$ cat config.mk
export PLATFORM = sky130hd
export DESIGN_NAME = fifo_prog_flags
export DESIGN_NICKNAME = d
export VERILOG_FILES = /design/src/rtl/fifo_prog_flags.sv
export SDC_FILE = /design/constraint.sdc
export NUM_CORES = 1
export LEC_CHECK = 0
export CAP_MARGIN = 10
export CORE_MARGIN = 8
export CORE_UTILIZATION = 60
export DETAILED_ROUTE_END_ITERATION = 8
export GPL_TIMING_DRIVEN = 0
export HOLD_SLACK_MARGIN = 0.03
export PLACE_DENSITY_LB_ADDON = 0.25
export SYNTH_ARGS = -nofsm -noshare
export SYNTH_HDL_FRONTEND = slang
export SYNTH_SLANG_ARGS = --single-unit
$ cat constraint.sdc
create_clock -name clk -period 15.66 [get_ports clk]
set_input_delay 4.698 -clock clk [delete_from_list [all_inputs] [get_ports clk]]
set_output_delay 4.698 -clock clk [all_outputs]
set_load 0.1 [all_outputs]
$ cat src/rtl/fifo_prog_flags.sv
// Synchronous FIFO with optional first-word-fall-through output, programmable
// almost-full/almost-empty thresholds, occupancy count, flush and sticky error flags.
module fifo_prog_flags #(
  parameter int DATA_WIDTH = 64,
  parameter int ADDR_WIDTH = 4,
  parameter int RAM_DEPTH  = 1 << ADDR_WIDTH,
  parameter bit FWFT       = 1'b0,
  parameter     TYPE       = "block"
) (
  input  logic                  clk,
  input  logic                  reset,
  input  logic                  flush,
  input  logic                  s_write_req,
  input  logic [DATA_WIDTH-1:0] s_write_data,
  output logic                  s_write_ready,
  input  logic                  s_read_req,
  output logic [DATA_WIDTH-1:0] s_read_data,
  output logic                  s_read_ready,
  input  logic [ADDR_WIDTH:0]   af_thresh,
  input  logic [ADDR_WIDTH:0]   ae_thresh,
  output logic [ADDR_WIDTH:0]   fifo_count,
  output logic                  almost_full,
  output logic                  almost_empty,
  output logic                  overflow,
  output logic                  underflow,
  input  logic                  clear_err
);

  localparam logic [ADDR_WIDTH:0] DEPTH_C = (ADDR_WIDTH+1)'(RAM_DEPTH);

  (* ram_style = TYPE *) logic [DATA_WIDTH-1:0] mem [RAM_DEPTH];

  logic [ADDR_WIDTH-1:0] wr_ptr, rd_ptr, rd_ptr_nxt;
  logic [ADDR_WIDTH:0]   count_nxt;
  logic [DATA_WIDTH-1:0] head_nxt;
  logic                  full, empty, wr_acc, rd_acc;

  assign full          = (fifo_count == DEPTH_C);
  assign empty         = (fifo_count == '0);
  assign s_write_ready = !full;
  assign s_read_ready  = !empty;

  // Flush wins over both requests, so neither is accepted in that cycle.
  assign wr_acc = s_write_req && !full  && !flush;
  assign rd_acc = s_read_req  && !empty && !flush;

  always_comb begin
    count_nxt  = fifo_count;
    rd_ptr_nxt = rd_ptr + ADDR_WIDTH'(rd_acc);
    if (flush) begin
      count_nxt  = '0;
      rd_ptr_nxt = '0;
    end else if (wr_acc && !rd_acc) begin
      count_nxt = fifo_count + 1'b1;
    end else if (rd_acc && !wr_acc) begin
      count_nxt = fifo_count - 1'b1;
    end
  end

  // Next head word: bypass the incoming word when it lands exactly at the new head.
  assign head_nxt = (wr_acc && (wr_ptr == rd_ptr_nxt)) ? s_write_data : mem[rd_ptr_nxt];

  always_ff @(posedge clk) begin
    if (wr_acc) mem[wr_ptr] <= s_write_data;
  end

  always_ff @(posedge clk) begin
    if (reset) begin
      wr_ptr       <= '0;
      rd_ptr       <= '0;
      fifo_count   <= '0;
      almost_full  <= 1'b0;
      almost_empty <= 1'b1;
      overflow     <= 1'b0;
      underflow    <= 1'b0;
    end else begin
      wr_ptr       <= flush ? '0 : wr_ptr + ADDR_WIDTH'(wr_acc);
      rd_ptr       <= rd_ptr_nxt;
      fifo_count   <= count_nxt;
      almost_full  <= (count_nxt >= af_thresh);
      almost_empty <= (count_nxt <= ae_thresh);
      // A new error in the same cycle as clear_err keeps the flag set.
      overflow     <= (s_write_req && full  && !flush) || (overflow  && !clear_err);
      underflow    <= (s_read_req  && empty && !flush) || (underflow && !clear_err);
    end
  end

  always_ff @(posedge clk) begin
    if (reset) begin
      s_read_data <= '0;
    end else if (FWFT) begin
      if (!flush && (count_nxt != '0)) s_read_data <= head_nxt;
    end else begin
      if (rd_acc) s_read_data <= mem[rd_ptr];
    end
  end

endmodule
==> flow_summary.yaml, run 1 <==
pwr:
  p_leak_nw: 15.8
  power_frac_clock: 0.429
  irDropWorstVdd_uv: 99.6
  power_density_nw_per_um2: 121
  p_total_mw: 5.94
  internal_power_mw: 4.75
  switching_share: 0.200
  pwr-share-seq: 0.546
  power_frac_comb: 0.026
  p_switching_mw: 1.19
clock_tree:
  cts_sinks: 1105
  cts_root_buf: "clkbuf_16"
  postCtsSetupBuffers: 0
  numCtsBuffers: 106
  cts_tree: "built"
  worst_setup_hold_path_clk_slew_ns: 0.06
  htreeDepth: 3
  ctsHoldBuffers: 0
  clk_path_buf_depth: 3
  insertion_delay_ns: 0.67
  cts_resized: 0
yosys:
  synthCells: 1844
  syn_area_per_cell_um2: 22.5
  synth_ff_type: "edfxtp_1"
  syn-num-nets: 1940
  ys_seq_area_frac: 0.779
  netlist_area_um2: 41600
  synth_cell_types: 50
  synth_edf_count: 1024
  synth_seq_cells: 1105
  ys_async_sr_fraction: 0
  yosys_warnings: 0
finish:
  area_growth_pct: 18.3
  final_nets: 2304
  final_cells: 3235
  fillers: 3900
  drive_gt1_frac: 0.275
routing:
  top_layer_used: "met5"
  drt_iter0_markers: 2448
  wl_um: 102000
  vias: 20800
  ant_nets: 0
  wl_met3_um: 9560
  drc: 0
  wl_met1_um: 36400
  vias_per_cell: 6.44
  avgRoutedWirePerCell_um: 31.6
  dr.pass1.iters: 7
  met2WireLength_um: 52400
setup_path:
  reg2regPathDepth: 11
  required_ns: 16.02
  crit_type: "in -> reg"
  critPathCaptureType: "flip-flop"
  critPathMaxFanout: 10
  cp-start-kind: "input port"
  arrival_ns: 8.12
sta:
  worst_pin_slew_ns: 1.11
  min_period_ns: 7.76
  slew_headroom: 0.259
  max_freq_mhz: 129
  slew_violations: 0
  final-hold-violation-count: 0
  finalSetupViolations: 0
  min_period_over_period: 0.495
  rsz0062_at_grt: "no"
  skew_ns: 0.0230
  hold_slack_ns: 0.480
global_routing:
  track_usage: 0.263
  grt_pass1_vias: 22000
  grt_pass1_wl_um: 148000
  grt-ovfl-total: 0
  grt_antenna_before_repair: 7
  grt_max_degree: 24
place:
  dp_cells: 3031
  finalWeightedCongestion: 0.760
  place.port_buffers: 153
  dp_hpwl_um: 64500
run:
  drv_cap: 0
floorplanning:
  core_um2: 68600
  die_x_um: 279
  fp.dieH_um: 279
  fp-row-count: 96
  initial_utilization: 0.606
  dieArea_um2: 78000
  pin_count: 155
outcome:
  outcome: "complete, no violations"
hold_path:
  hold_class: "reg -> reg"
  whs_path_depth: 2
==> critical path, stage by stage <==
cell and delay, ns:
clkdlybuf4s50_1 0.49, clkbuf_1 0.28, inv_1 0.18, nand3_1 0.27
nor2_1 0.25, nor4b_2 0.83, buf_4 0.30, buf_4 0.21
buf_4 0.22, buf_4 0.18, buf_4 0.19
==> area by class of cell <==
| type | instances | area (um^2) | share of cell area |
|---|---|---|---|
| multi-input cells | 628 | 8770 | 0.178 |
| clock buffers | 145 | 2980 | 0.0606 |
| repair buffers | 256 | 2830 | 0.0576 |
| diodes | 4 | 10.0 | 0.000204 |
| clock inverters | 55 | 509 | 0.0104 |
| flip-flops and latches | 1105 | 32400 | 0.658 |
| inverters | 18 | 67.6 | 0.00137 |
| plain buffers | 93 | 469 | 0.00954 |
| well taps | 931 | 1160 | 0.0237 |
==> power by group through the flow <==
stage,registers (mW),clock network (mW),logic (mW)
3_3_place_gp,3.31,0,0.139
4_1_cts,3.24,2.57,0.152
6_report,3.24,2.55,0.152
5_1_grt,3.24,2.68,0.161
2_1_floorplan,3.33,0,0.0443
3_5_place_dp,3.30,0,0.150
==> state kept, by name, summed over array words and instances, names as in the netlist <==
signal and count:
mem 1024, overflow 1, almost_empty 1, underflow 1, fifo_count 5, rd_ptr 4
almost_full 1, s_read_data 64, wr_ptr 4
==> cell families (layout without fill, tap and decap cells) <==
group                    count (synthesis)  in the layout  share of synthesized area
AO/OA/AOI/OAI                          147            147                     0.0317
XOR/XNOR                                 7              7                    0.00147
adder cells (fa/ha/maj)                 16             16                    0.00482
buffers and inverters                  111            567                     0.0129
flip-flops                            1105           1105                      0.779
multiplexers                           320            320                      0.154
other                                    0              4                          0
AND/OR/NAND/NOR                        138            138                     0.0164
==> cell usage in the layout, fill, tap and decap left out, drive strengths merged, types with 2 or more instances in the layout <==
master	n
a22oi	65
xor2	4
clkinv	37
clkinvlp	5
nand3	6
a32oi	2
clkdlybuf4s50	153
o211ai	66
edfxtp	1024
nor4b	2
xnor2	3
mux4	256
and2	4
inv	23
nor3	5
nor2	34
dfxtp	81
nor2b	2
diode	4
a21oi	4
buf	150
and3	2
nand2	68
nor4	3
o21ai	2
or2	2
clkbuf	191
bufinv	8
nand2b	4
ha	16
mux2i	64
==> worst paths after layout <==
kind	start	end	slack, ns
max	flush	mem[0][61]	7.90
min	s_read_data[5]	s_read_data[5]	0.48
max reg2reg	fifo_count[1]	mem[0][61]	11.74
min reg2reg	s_read_data[5]	s_read_data[5]	0.48
==> per-stage QoR <==
| step | setup TNS [ns] | instance area, um^2 | setup WS (ns) | util |
|---|---|---|---|---|
| after floorplan | 0 | 41600 | 3.02 | - |
| after global placement | -1418.71 | 44300 | -5.52 | 0.645 |
| after detailed placement | 0 | 45700 | 7.32 | 0.666 |
| after CTS | 0 | 49200 | 8.00 | 0.717 |
| after global routing | 0 | 49200 | 7.76 | 0.717 |
| final | 0 | 49200 | 7.90 | 0.717 |
==> metal layers <==
metal / GRT usage / vias up
met5: 0 / -
met4: 0.101 / 8
met3: 0.0634 / 260
met2: 0.450 / 1184
met1: 0.327 / 10900
li1: - / 8525
==> cells in the mapped netlist, types with 4 or more instances <==
master,n,area [um^2]
dfxtp_1,81,1620
buf_6,4,45.0
mux2i_1,64,641
clkbuf_1,46,173
nor2_1,29,109
a21oi_1,4,20.0
ha_1,16,200
a22oi_2,20,250
buf_2,37,185
o211ai_2,20,250
and2_1,4,25.0
nand3_1,6,30.0
mux4_2,256,5770
nor3_1,5,25.0
nand2b_1,4,25.0
a22oi_1,45,338
edfxtp_1,1024,30700
o211ai_1,46,345
nand2_1,68,255
xor2_1,4,35.0
inv_1,18,67.6
Note: power is estimated with default switching activity, not from simulation.
==> run 2: changes to the inputs <==
--- a/config.mk
+++ b/config.mk
@@ -7,7 +7,7 @@
 export LEC_CHECK = 0
 export CAP_MARGIN = 10
 export CORE_MARGIN = 8
-export CORE_UTILIZATION = 60
+export CORE_UTILIZATION = 55
 export DETAILED_ROUTE_END_ITERATION = 8
 export GPL_TIMING_DRIVEN = 0
 export HOLD_SLACK_MARGIN = 0.03
==> constraint.sdc (replaced) <==
create_clock -name clk -period 7.1 [get_ports clk]
set_input_delay 2.13 -clock clk [delete_from_list [all_inputs] [get_ports clk]]
set_output_delay 2.13 -clock clk [all_outputs]
set_load 0.1 [all_outputs]
==> run 2 against run 1 <==
Worst setup slack worse by 5.9 ns. Critical path depth down 6. Sequential cell count unchanged. Largest cell class unchanged. Hold slack worse by 0.0027 ns. Count of clock-buffer cells in the layout up 6. Cell count up 0.93%. Register-to-register slack worse by 8.3 ns. Total power up 120%. Sequential share of layout area down 0.16 points.
==> flow_summary.yaml, run 2 (synthesis results as in run 1) <==
outcome:
  outcome: "complete, no violations"
routing:
  drt_iter0_markers: 2255
  ant_nets: 0
  wl_um: 99600
  vias_per_cell: 6.26
  vias: 20400
  drc: 0
  avgRoutedWirePerCell_um: 30.5
  dr.pass1.iters: 6
place:
  pre_cts_ws_ns: 1.41
  place.port_buffers: 153
  dp_hpwl_um: 63300
  place_area_um2: 45700
  finalWeightedCongestion: 0.752
  dp_cells: 3060
global_routing:
  grt_max_degree: 25
  track_usage: 0.233
  grt-ovfl-total: 0
  grt_pass1_vias: 21200
  grt_pass1_wl_um: 144000
  grt_antenna_before_repair: 10
setup_path:
  r2r_end: "mem[12][47]"
  slowest_delay_ns: 0.98
  required_ns: 4.97
  crit_type: "reg -> out"
  critPathCaptureType: "primary output"
  cp_cell_sequence: "inv_1 > ha_1 > nor4b_4 > inv_1 > clkdlybuf4s50_1"
  critPathMaxFanout: 7
  crit_end: "s_read_ready"
  r2r_setup_slack_ns: 3.41
  reg2regPathDepth: 10
  rr_startpoint: "fifo_count[0]"
  startpoint: "fifo_count[0]"
  crit_top_cell: "inv_1"
  slowest_stage: "clkdlybuf4s50_1"
  cp-start-kind: "flip-flop"
  arrival_ns: 2.96
finish:
  seqCellArea_um2: 32400
  multi_input_area_um2: 8800
  fillers: 4739
  largest-register: "mem"
  layout_common_cells: "1,024 x edfxtp_1, 256 x mux4_2, 153 x clkdlybuf4s50_1"
  final_cells: 3265
  fin_util: 0.653
  final_area_um2: 49300
  layout_commonest_cell: "edfxtp_1"
  area_growth_pct: 18.6
  final_nets: 2287
  largestRegisters: "mem x1024, s_read_data x64, fifo_count x5"
  largest_register_ff_count: 1024
  drive_gt1_frac: 0.268
pwr:
  irDropWorstVdd_uv: 254
  power_density_nw_per_um2: 268
  p_leak_nw: 15.8
  p_total_mw: 13.2
sta:
  tns_ns: 0
  finalSetupViolations: 0
  timing.final.ws_setup_ns: 2.01
  hold_slack_ns: 0.477
  min_period_ns: 5.09
  skew_ns: 0.0217
  slew_headroom: 0.206
  worst_pin_slew_ns: 1.19
  slew_violations: 0
  min_period_over_period: 0.717
  max_freq_mhz: 196
  rsz0062_at_grt: "no"
  final-hold-violation-count: 0
clock_tree:
  ctsHoldBuffers: 0
  postCtsSetupBuffers: 0
  clk_path_buf_depth: 3
  cts_sinks: 1105
  insertion_delay_ns: 0.66
  htreeDepth: 3
  cts_root_buf: "clkbuf_16"
  cts_tree: "built"
  cts_resized: 0
  numCtsBuffers: 107
  worst_setup_hold_path_clk_slew_ns: 0.06
floorplanning:
  fp-row-count: 101
  core_um2: 75400
  fp.dieH_um: 291
  initial_utilization: 0.551
  pin_count: 155
  dieArea_um2: 84600
  die_x_um: 291
run:
  drv_cap: 0
hold_path:
  hold_class: "reg -> reg"
  whs_path_depth: 2
[run 2: area by class of cell]
cell class                      count  area share
Antenna cell                        6    0.000305
Multi-Input combinational cell    628       0.179
Buffer                             93     0.00952
Clock buffer                      151      0.0610
Timing Repair Buffer              238      0.0564
Clock inverter                     48      0.0115
Inverter                           18     0.00137
Sequential cell                  1105       0.657
Tap cell                          978      0.0248
[run 2: power by group]
group / leakage (nW) / total, mW / internal (mW) / switching, mW
combinational: 4.15 / 0.333 / 0.111 / 0.222
clock: 1.75 / 5.76 / 3.41 / 2.34
sequential: 9.88 / 7.15 / 7.14 / 0.0129
total: 15.8 / 13.2 / 10.7 / 2.58
[run 2: worst min-delay path by stage]
stage	startpoint	to	slack, ns
global placement	s_read_data[6]	s_read_data[6]	0.46
detailed placement	s_read_data[7]	s_read_data[7]	0.47
finish	s_read_data[7]	s_read_data[7]	0.48
CTS	s_read_data[7]	s_read_data[7]	0.48
global route	s_read_data[7]	s_read_data[7]	0.49
floorplan	rd_ptr[2]	rd_ptr[2]	0.52
[run 2: worst max-delay path: cells and delay by family, from the launching register on]
kind | cells | cell delay, ns
fa+ha+maj | 1 | 0.25
buf+inv | 3 | 1.19
flops | 1 | 0.36
simple gates | 1 | 0.52
[run 2: per-layer routing]
layer | vias up | global-route usage | part of all wire
met3 | 170 | 0.0471 | 0.076
met5 | - | 0 | 0.00045
li1 | 8489 | - | -
met2 | 882 | 0.394 | 0.51
met1 | 10900 | 0.306 | 0.39
met4 | 8 | 0.0705 | 0.025
==> run 3: changes to the inputs <==
==> constraint.sdc (replaced) <==
create_clock -name clk -period 4.4 [get_ports clk]
set_input_delay 1.32 -clock clk [delete_from_list [all_inputs] [get_ports clk]]
set_output_delay 1.32 -clock clk [all_outputs]
set_load 0.1 [all_outputs]
==> run 3 against run 2 <==
Die area unchanged. Clock skew grew 0.0042 ns. Cell count decreased by 0.34%. Utilization barely moved. Combinational power rose by 62%. Count of clock-buffer cells in the layout increased by 1. Non-clock buffer count down 13. Worst setup slack lost 1.7 ns. Wire length is 0.29% higher. Global-route usage is 0.21 points higher. Sequential cell count stayed put. Critical endpoint is now s_write_ready. Highest routed layer unchanged.
==> flow_summary.yaml, run 3 (synthesis results as in run 1) <==
setup_path:
  crit_type: "reg -> out"
  cp-start-kind: "flip-flop"
  critPathMaxFanout: 5
  required_ns: 3.08
  arrival_ns: 2.75
  critPathCaptureType: "primary output"
sta:
  rsz0062_at_grt: "no"
  timing.final.ws_setup_ns: 0.329
  min_period_over_period: 0.925
  slew_headroom: 0.263
  worst_pin_slew_ns: 1.10
  final-hold-violation-count: 0
  hold_slack_ns: 0.482
  skew_ns: 0.0259
  min_period_ns: 4.07
  tns_ns: 0
  slew_violations: 0
  max_freq_mhz: 246
  finalSetupViolations: 0
finish:
  final_cells: 3254
  layout_commonest_cell: "edfxtp_1"
  drive_gt1_frac: 0.265
  final_area_um2: 49300
  final_nets: 2275
  area_growth_pct: 18.5
  largestRegisters: "mem x1024, s_read_data x64, fifo_count x5"
  fillers: 4793
  fin_util: 0.653
  largest_register_ff_count: 1024
  largest-register: "mem"
  layout_common_cells: "1,024 x edfxtp_1, 256 x mux4_2, 152 x clkdlybuf4s50_1"
floorplanning:
  pin_count: 155
  dieArea_um2: 84600
  core_um2: 75400
  initial_utilization: 0.551
  die_x_um: 291
  fp-row-count: 101
  fp.dieH_um: 291
place:
  dp_hpwl_um: 62400
  place_area_um2: 45800
  place.port_buffers: 153
  pre_cts_ws_ns: -0.294
  finalWeightedCongestion: 0.726
  dp_cells: 3047
pwr:
  pwr-share-seq: 0.549
  power_density_nw_per_um2: 427
  power_frac_comb: 0.026
  p_leak_nw: 15.7
  switching_share: 0.202
  p_total_mw: 21.0
  irDropWorstVdd_uv: 356
  p_switching_mw: 4.24
  internal_power_mw: 16.8
  power_frac_clock: 0.425
clock_tree:
  postCtsSetupBuffers: 0
  cts_sinks: 1105
  numCtsBuffers: 108
  worst_setup_hold_path_clk_slew_ns: 0.06
  cts_tree: "built"
  clk_path_buf_depth: 3
  htreeDepth: 3
  insertion_delay_ns: 0.69
  cts_root_buf: "clkbuf_16"
global_routing:
  grt_max_degree: 24
  grt_pass1_wl_um: 145000
  grt_antenna_before_repair: 9
  grt_pass1_vias: 21500
  track_usage: 0.235
  grt-ovfl-total: 0
routing:
  dr.pass1.iters: 5
  drc: 0
  vias: 20400
  drt_iter0_markers: 2236
  avgRoutedWirePerCell_um: 30.7
  wl_um: 99900
  vias_per_cell: 6.26
  ant_nets: 0
outcome:
  outcome: "complete, no violations"
run:
  drv_cap: 0
hold_path:
  hold_class: "reg -> reg"
## run 3: cell types whose count changed in the layout (fill, tap and decap cells not counted), sizes merged
cell and delta:
bufinv -7, buf -13, dlygate4sd2 +1, diode -2
clkbuf +1, clkinvlp -1, clkinv +10, inv +1
clkdlybuf4s50 -1
## run 3: worst max-delay path: stages, from the launching register on
cell and delay [ns]:
dfxtp_2 0.36, inv_1 0.09, ha_1 0.27, nand4bb_4 0.20
clkdlybuf4s50_1 1.16
## run 3: power by group through the flow
| stage | clock [mW] | sequential, mW | combinational [mW] |
|---|---|---|---|
| final | 8.94 | 11.5 | 0.540 |
| after global routing | 9.41 | 11.5 | 0.573 |
| after CTS | 9.01 | 11.5 | 0.541 |
| after detailed placement | 0 | 11.8 | 0.537 |
| after global placement | 0 | 11.8 | 0.500 |
| after floorplan | 0 | 11.8 | 0.161 |
## run 3: final cells by class
type / instances / area (um^2) / share of cell area
tap: 978 / 1220 / 0.0248
timing repair buffer: 225 / 2830 / 0.0573
buffer: 93 / 470 / 0.00955
sequential: 1105 / 32400 / 0.657
antenna: 4 / 10.0 / 0.000203
clock buffer: 152 / 2980 / 0.0604
clock inverter: 51 / 462 / 0.00937
inverter: 18 / 67.6 / 0.00137
multi-input combinational: 628 / 8860 / 0.180
## run 3: worst paths after layout
kind / start / endpoint / slack (ns) / cells after the start
max: fifo_count[1] / s_write_ready / 0.33 / 4
min: s_read_data[58] / s_read_data[58] / 0.48 / 2
max reg2reg: fifo_count[1] / mem[14][47] / 0.99 / 10
min reg2reg: s_read_data[58] / s_read_data[58] / 0.48 / 2
## run 3: what timing repair did
| item | 4_1_cts | 5_1_grt |
|---|---|---|
| resized for setup | 1 | 0 |
| setup endpoints to repair | 1 | 0 |
| hold buffers | 0 | 0 |
## run 3: routing by layer
metal | routed length [um] | global-route usage | up-vias
li1 | - | - | 8469
met1 | 38000 | 0.305 | 10800
met2 | 51700 | 0.405 | 911
met3 | 7440 | 0.0463 | 176
met4 | 2610 | 0.0667 | 12
met5 | 84 | 0 | -
